--- src/rtl/muldiv_seq.sv ---
// Sequential unsigned multiply/divide (shift-add, restoring) driving a shared external ALU.
// Optional build macro MULDIV_EARLY_OUT_EN: multiplies with a zero operand skip the iterations.
//
// state | meaning
// IDLE  | waiting for start; ALU driven with zeros/add
// CALC  | one multiply or divide bit per cycle, XLEN cycles
// DONE  | done pulse, result valid; returns to IDLE
module muldiv_seq #(
    parameter int XLEN  = 32,
    parameter int CNT_W = 6
) (
    input  logic            clk,
    input  logic            rst_n,
    input  logic            start,
    input  logic [1:0]      op,
    input  logic [XLEN-1:0] src_a,
    input  logic [XLEN-1:0] src_b,
    output logic            busy,
    output logic            done,
    output logic [XLEN-1:0] result,
    output logic [XLEN-1:0] alu_a,
    output logic [XLEN-1:0] alu_b,
    output logic [2:0]      alu_ctr,
    input  logic [XLEN-1:0] alu_out,
    input  logic            alu_zero
);

    typedef enum logic [1:0] {IDLE, CALC, DONE} state_t;

    localparam logic [2:0] ALU_ADD = 3'b010;
    localparam logic [2:0] ALU_SUB = 3'b110;

    state_t state, state_n;
    logic [CNT_W-1:0] cnt, cnt_n;
    logic [1:0]       op_q, op_n;
    // acc = hi / rem, low = lo / quo, opnd = mcand / dvsr
    logic [XLEN-1:0]  acc, acc_n, low, low_n, opnd, opnd_n, result_n;
    logic [XLEN-1:0]  sh;
    logic             carry, take;
    logic             unused_alu_zero;

    assign unused_alu_zero = alu_zero;
    assign busy = (state != IDLE);
    assign done = (state == DONE);

    always_ff @(posedge clk or negedge rst_n) begin
        if (!rst_n) state <= IDLE;
        else        state <= state_n;
    end

    always_ff @(posedge clk or negedge rst_n) begin
        if (!rst_n) begin
            cnt    <= '0;
            op_q   <= '0;
            acc    <= '0;
            low    <= '0;
            opnd   <= '0;
            result <= '0;
        end else begin
            cnt    <= cnt_n;
            op_q   <= op_n;
            acc    <= acc_n;
            low    <= low_n;
            opnd   <= opnd_n;
            result <= result_n;
        end
    end

    always_comb begin
        state_n  = state;
        cnt_n    = cnt;
        op_n     = op_q;
        acc_n    = acc;
        low_n    = low;
        opnd_n   = opnd;
        result_n = result;
        alu_a    = '0;
        alu_b    = '0;
        alu_ctr  = ALU_ADD;
        sh       = {acc[XLEN-2:0], low[XLEN-1]};
        carry    = (alu_out < acc);
        take     = acc[XLEN-1] || (sh >= opnd);

        unique case (state)
            IDLE: begin
                if (start) begin
                    op_n = op;
                    if (op[1] && (src_b == '0)) begin
                        state_n  = DONE;
                        result_n = op[0] ? src_a : '1;
`ifdef MULDIV_EARLY_OUT_EN
                    end else if (!op[1] && ((src_a == '0) || (src_b == '0))) begin
                        state_n  = DONE;
                        result_n = '0;
`endif
                    end else begin
                        state_n = CALC;
                        cnt_n   = '0;
                        acc_n   = '0;
                        low_n   = op[1] ? src_a : src_b;
                        opnd_n  = op[1] ? src_b : src_a;
                    end
                end
            end
            CALC: begin
                alu_b = opnd;
                if (op_q[1]) begin
                    alu_a   = sh;
                    alu_ctr = ALU_SUB;
                    acc_n   = take ? alu_out : sh;
                    low_n   = {low[XLEN-2:0], take};
                end else begin
                    alu_a = acc;
                    if (low[0]) begin
                        acc_n = {carry, alu_out[XLEN-1:1]};
                        low_n = {alu_out[0], low[XLEN-1:1]};
                    end else begin
                        acc_n = {1'b0, acc[XLEN-1:1]};
                        low_n = {acc[0], low[XLEN-1:1]};
                    end
                end
                cnt_n = cnt + CNT_W'(1);
                if (cnt == CNT_W'(XLEN - 1)) begin
                    state_n  = DONE;
                    cnt_n    = '0;
                    // MULHU/REMU take the upper register, MUL/DIVU the lower
                    result_n = op_q[0] ? acc_n : low_n;
                end
            end
            DONE: state_n = IDLE;
            default: state_n = IDLE;
        endcase
    end

endmodule

--- config.mk ---
export PLATFORM = sky130hd
export DESIGN_NAME = muldiv_seq
export DESIGN_NICKNAME = d
export VERILOG_FILES = /design/src/rtl/muldiv_seq.sv
export SDC_FILE = /design/constraint.sdc
export NUM_CORES = 1
export LEC_CHECK = 0
export BUFFER_PORTS_ARGS = -buffer_cell sky130_fd_sc_hd__buf_2
export CORE_UTILIZATION = 40
export CTS_CLUSTER_SIZE = 24
export DETAILED_ROUTE_END_ITERATION = 7
export HOLD_SLACK_MARGIN = 0.02
export SLEW_MARGIN = 20
export SYNTH_ARGS = -nofsm -noshare
export SYNTH_HDL_FRONTEND = slang
export SYNTH_SLANG_ARGS = --single-unit
--- constraint.sdc ---
create_clock -name clk -period 2.95 [get_ports clk]
set_clock_uncertainty 0.2 [all_clocks]
set_input_delay 0.4425 -clock clk [delete_from_list [all_inputs] [get_ports clk]]
set_output_delay 0.4425 -clock clk [all_outputs]
set_load 0.01 [all_outputs]
Word-level counts from Yosys, hierarchy flattened
Cells that the tools add are included.

operators by class
  add/sub/neg operators = 1
  magnitude comparators = 2
  equal/unequal tests = 7
  muxes and demuxes = 32
  bitwise operators = 1
  reduce and logical (&&, ||, !) cells = 11

operator list
  cell                                                 count
  two-way mux 32 bit                                   19
  case mux 32 bit (2 select lines)                     3
  >= comparator 32 bit                                 1
  zero test 32 bit                                     1
  < comparator 32 bit                                  1
  two-way mux 6 bit                                    3
  case mux 6 bit (2 select lines)                      1
  != test 2 bit, second input constant                 4
  adder 6 x 1 -> 6 bit, second input constant          1
  equality test 6 x 5 -> 1 bit, second input constant  1
  two-way mux 2 bit                                    3
  two-way mux 3 bit                                    2
  AND reduction 3 bit                                  2
  case mux 2 bit (2 select lines)                      1
  AND reduction 2 bit                                  2
  AND reduction 4 bit                                  1
  nonzero test 2 bit                                   2
  equality test 2 x 1 -> 1 bit, second input constant  1
  equality test 2 bit, second input constant           1
  zero test 2 bit                                      1
  logical AND 1 bit                                    1
  logical OR 1 bit                                     1
  inverter 1 bit                                       1

storage, ports and cells
  flip-flop bits (word level) = 138
  word-level logic and storage cells = 61

Longest topological paths before layout
  depth in word-level cells = 7
  mapped depth = 11

Worst setup path after synthesis
No wires, ideal clock.

  path type = reg-to-reg
  start = register acc[8]
  end = register result[10]
  setup time = 0.104 ns
  arrival time = 2.475 ns
  path slack = 0.171 ns
  stages on the path, launching flop included = 11
  cells stage by stage = dfrtp_1 > ha_1 > a21o_1 > a221o_1 > a221oi_2 > o31ai_1 > a21o_1 > buf_6 > buf_4 > mux2i_1 > a221oi_1

between the ends
  longest elaborated chain between the ends = 7

RTL lines
  element                           RTL line  source
  from (decl)                       37        logic [XLEN-1:0] acc, acc_n, low, low_n, opnd, opnd_n, result_n;
  from (signal assigned)            62        acc <= acc_n;
  >= comparator 32 bit              82        take = acc[XLEN-1] || (sh >= opnd);
  logical OR 1 bit                  82
  two-way mux 32 bit                110       acc_n = take ? alu_out : sh;
  two-way mux 32 bit                107       if (op_q[1]) begin
  two-way mux 32 bit                127       result_n = op_q[0] ? acc_n : low_n;
  two-way mux 32 bit                123       if (cnt == CNT_W'(XLEN - 1)) begin
  case mux 32 bit (2 select lines)  84        unique case (state)
  to (signal assigned)              65        result <= result_n;
  to (decl)                         20        output logic [XLEN-1:0] result,

No other way between the ends. The select of a mux whose other input is x is not followed.
A chain may end at the register's enable or synchronous reset.

Worst setup path in the final report
  start = register opnd[11]
  end = register result[19]

between the ends
  longest elaborated chain between the ends = 7

RTL lines
  element                           RTL line  source
  from (decl)                       37
  from (signal assigned)            64        opnd <= opnd_n;
  >= comparator 32 bit              82
  logical OR 1 bit                  82
  two-way mux 32 bit                110
  two-way mux 32 bit                107
  two-way mux 32 bit                127
  two-way mux 32 bit                123
  case mux 32 bit (2 select lines)  84

No other way between the ends. The select of a mux whose other input is x is not followed.

==> flow_summary_export.csv <==
group,metric,value,unit
outcome,status,"finished, violations left",
outcome,violations,"setup timing",
floorplanning,io_pins,203,
hold_path,worst_hold_path.endpoint,"opnd[18]$_DFFE_PN0P_",
pwr,power_density,1150,nW/um^2
synth,synth_area,10200,sq um
cts,cts.sinks,138,
detailed_routing,vias_per_cell,5.75,
pwr,ir_worst_vdd,0.000605,V
place,dp_slack,-126,ps
sta,rsz0062_at_grt,"yes",
place,dp_hpwl,26000,um
critical_path,critPathCaptureType,"register",
sta,fin_ws,-56.7,ps
synth,async_flop_share,100,%
floorplanning,initial_utilization,41.3,%
synth,ys_ff_latch,138,
floorplanning,rows,57,
critical_path,worst-r2r-setup-slack,-60,ps
final_layout,diodes,0,
pwr,internal-power,8.28,mW
grt,grt_pass1_vias,9666,
critical_path,critPathRequiredTime,3080,ps
hold_path,hp-class,"in -> reg",
sta,clock.fmax,333,MHz
cts,path_clk_slew,70,ps
sta,tightest_slew,774,ps
sta,setup_viol,20,
detailed_routing,drc,0,
cts,cts_buffer_depth,2,
critical_path,max_stage_delay,400,ps
critical_path,worst-setup-path-type,"reg -> reg",
synth,yosysUniqueCellTypes,53,
cts,htreeDepth,4,
pwr,p_sw,6.95,mW
floorplanning,core,24600,sq um
sta,finalMaxSlewViolations,0,
critical_path,ff2ff_path_depth,10,
grt,overflow,0,
hold_path,worstHoldStart,"src_b[18]",
pwr,seqPwrFrac,21.9,%
detailed_routing,postRouteAntennaNets,0,
final_layout,syn_to_final_growth,30.5,%
synth,ys.flop_type,"dfrtp_1",
critical_path,r2r-end,"result[19]$_DFFE_PN0P_",
detailed_routing,drt-total-wl,36000,um
place,placed_cells,1700,
pwr,pwr-share-comb,62.7,%
sta,fin_crit,3010,ps
place,place_congestion,0.908,
pwr,switching_share,45.6,%
cts,cts_root_buf,"clkbuf_16",
sta,hold_viol,0,
floorplanning,die-area,26000,sq um
critical_path,worstPathArrival,3140,ps
critical_path,rr_startpoint,"opnd[11]$_DFFE_PN0P_",
detailed_routing,drt_iter0_markers,803,
hold_path,whs_path_depth,3,
synth,avgSynthCellArea,8.68,sq um
pwr,leakage,6.24,nW
final_layout,final_cells,1741,
cts,cts_tree,"yes",
final_layout,stdcell_area,13300,sq um
synth,yosys_warnings,0,
critical_path,path_cells,"inv_2, ha_4, and2_4, a221o_1, a221oi_4, o31ai_4, a21o_4, clkbuf_16, mux2i_4, a221oi_2",
critical_path,critical_path.max_fanout,7,
grt,grt_pass1_wl,54500,um
flow_run,cap_violations,0,
final_layout,final_nets,1570,
cts,clock_latency,430,ps
synth,syn-num-nets,1336,
final_layout,drive_above_1_share,30.2,%
critical_path,critPathLaunchType,"register",
place,placed_area,12100,sq um
grt,grt_max_degree,72,
critical_path,slowest_stage,"a221oi_4",
cts,numCtsBuffers,17,
floorplanning,die_h,161,um
detailed_routing,vias,10000,
pwr,clock_power_share,15.4,%
synth,synthCells,1170,
synth,ys_seq_area_share,34.0,%
sta,relSlewSlack,48.4,%
floorplanning,die_x,161,um
grt,grt_use_total,27.2,%
place,port_buffers,199,
synth,synth_edf_count,0,
detailed_routing,post_drt_wl_per_cell,20.7,um
sta,period_share,102,%
grt,antenna_found_initial,0,
detailed_routing,first_pass_iters,6,
==> per-layer routing <==
layer	GRT usage [%]	part of all wire (%)	vias up
met5	0	0	-
li1	-	-	4721
met2	43.8	47	418
met3	4.42	6.6	52
met4	6.90	1.6	0
met1	38.0	45	4828
==> layout by cell type (no fill, tap or decap), types with 3 or more instances in the layout <==
master      count
nor2_1        106
nand3_1        40
nor4_1          9
buf_2         197
o21ai_1         3
nand2b_1        3
mux2_2         30
mux2i_4         5
bufinv_16       4
o221ai_2        3
inv_2           4
nand4_1        11
o21ai_0        51
a211oi_1        3
nor3_1          3
o211ai_1       35
a221oi_1        9
and3_1          3
a21oi_1        24
o221ai_1       59
dfrtp_1       136
ha_4            4
buf_4          85
ha_1           60
inv_1          72
clkinvlp_4      3
mux2i_2        10
a31oi_1         4
clkinv_4        4
clkbuf_16      19
nand2_1       185
a221oi_2       22
buf_12         16
mux2i_1       144
==> final cells by class <==
class,count,area [sq um]
clock inverters,14,196
well taps,324,405
flip-flops and latches,138,3460
repair buffers,302,2020
clock buffers,18,439
inverters,76,285
multi-input cells,869,6460
fillers,2331,11300
==> registers in the layout, summed over array words and instances (netlist names) <==
| signal | cells |
|---|---|
| acc | 32 |
| cnt | 6 |
| low | 32 |
| op_q | 2 |
| opnd | 32 |
| result | 32 |
| state | 2 |
==> power by group through the flow <==
stage / Combinational (mW) / Clock, mW / Sequential (mW)
5_1_grt: 10.4 / 2.45 / 3.43
2_1_floorplan: 5.29 / 0 / 3.31
4_1_cts: 8.59 / 2.38 / 3.31
6_report: 9.54 / 2.35 / 3.33
3_5_place_dp: 8.47 / 0 / 3.33
3_3_place_gp: 8.36 / 0 / 3.33
==> worst max-delay path by stage <==
stage / start / endpoint / cells past startpoint
after global routing: opnd[11]$_DFFE_PN0P_ / acc[2]$_DFFE_PN0P_ / 10
after detailed placement: opnd[19]$_DFFE_PN0P_ / result[19]$_DFFE_PN0P_ / 10
final: opnd[11]$_DFFE_PN0P_ / result[19]$_DFFE_PN0P_ / 10
after global placement: acc[8]$_DFFE_PN0P_ / result[31]$_DFFE_PN0P_ / 9
after CTS: acc[8]$_DFFE_PN0P_ / result[15]$_DFFE_PN0P_ / 9
after floorplan: acc[8]$_DFFE_PN0P_ / result[10]$_DFFE_PN0P_ / 10
==> kinds of logic after synthesis <==
family	Yosys count	share of synthesized area (%)
AND/OR/NAND/NOR	377	15.6
buffers and inverters	163	6.39
multiplexers	189	19.0
other	2	0.0739
flip-flops	138	34.0
adder cells (fa/ha/maj)	64	7.88
AO/OA/AOI/OAI	237	17.1
==> cells in the mapped netlist (3+ instances only) <==
cell type  instances  share of area [%]
a31oi_1            4               0.25
o221ai_1          62                5.3
o21ai_0           52                2.6
ha_1              64                7.9
buf_2              6               0.30
nor2_1           107                4.0
mux2i_1          159                 16
a211oi_1           3               0.22
nand2_1          186                6.9
nor4_1             9               0.55
nand3_1           40                2.0
a2111oi_0          4               0.34
inv_1             76                2.8
clkbuf_1          66                2.4
nand4_1           11               0.68
nor3_1             3               0.15
a21oi_1           24                1.2
and3_1             3               0.18
buf_1              9               0.33
dfrtp_1          138                 34
nand2b_1           4               0.25
o211ai_1          35                2.6
buf_4              4               0.30
mux2_2            30                3.3
a221oi_1          31                2.7
==> critical path, delay by kind of cell (launching register included) <==
kind,cells,cell delay (ps)
multiplexers,1,200
adder cells (fa/ha/maj),1,200
flip-flops,1,390
AND/OR/NAND/NOR,1,150
AO/OA/AOI/OAI,5,1470
buffers and inverters,2,290
==> stage by stage <==
step	power (mW)	hold WS [ps]	utilization, %	setup TNS [ps]
3_3_place_gp	11.7	236	49.3	-0.832
6_report	15.2	140	53.9	-491
4_1_cts	14.3	123	52.1	-4.05
3_5_place_dp	11.8	239	49.3	-1340
5_1_grt	16.2	145	53.9	-4250
2_1_floorplan	8.60	-53.1	-	0
==> repair_timing <==
item                                    CTS  global route
setup buffers                             0             6
hold buffers                              1             0
gates resized for setup                   6            61
endpoints found under the setup margin   38            64
hold endpoints to repair                 50             0
pin swaps                                 5            37
gates cloned                              0             2
Power figures use the tool's default switching activity.
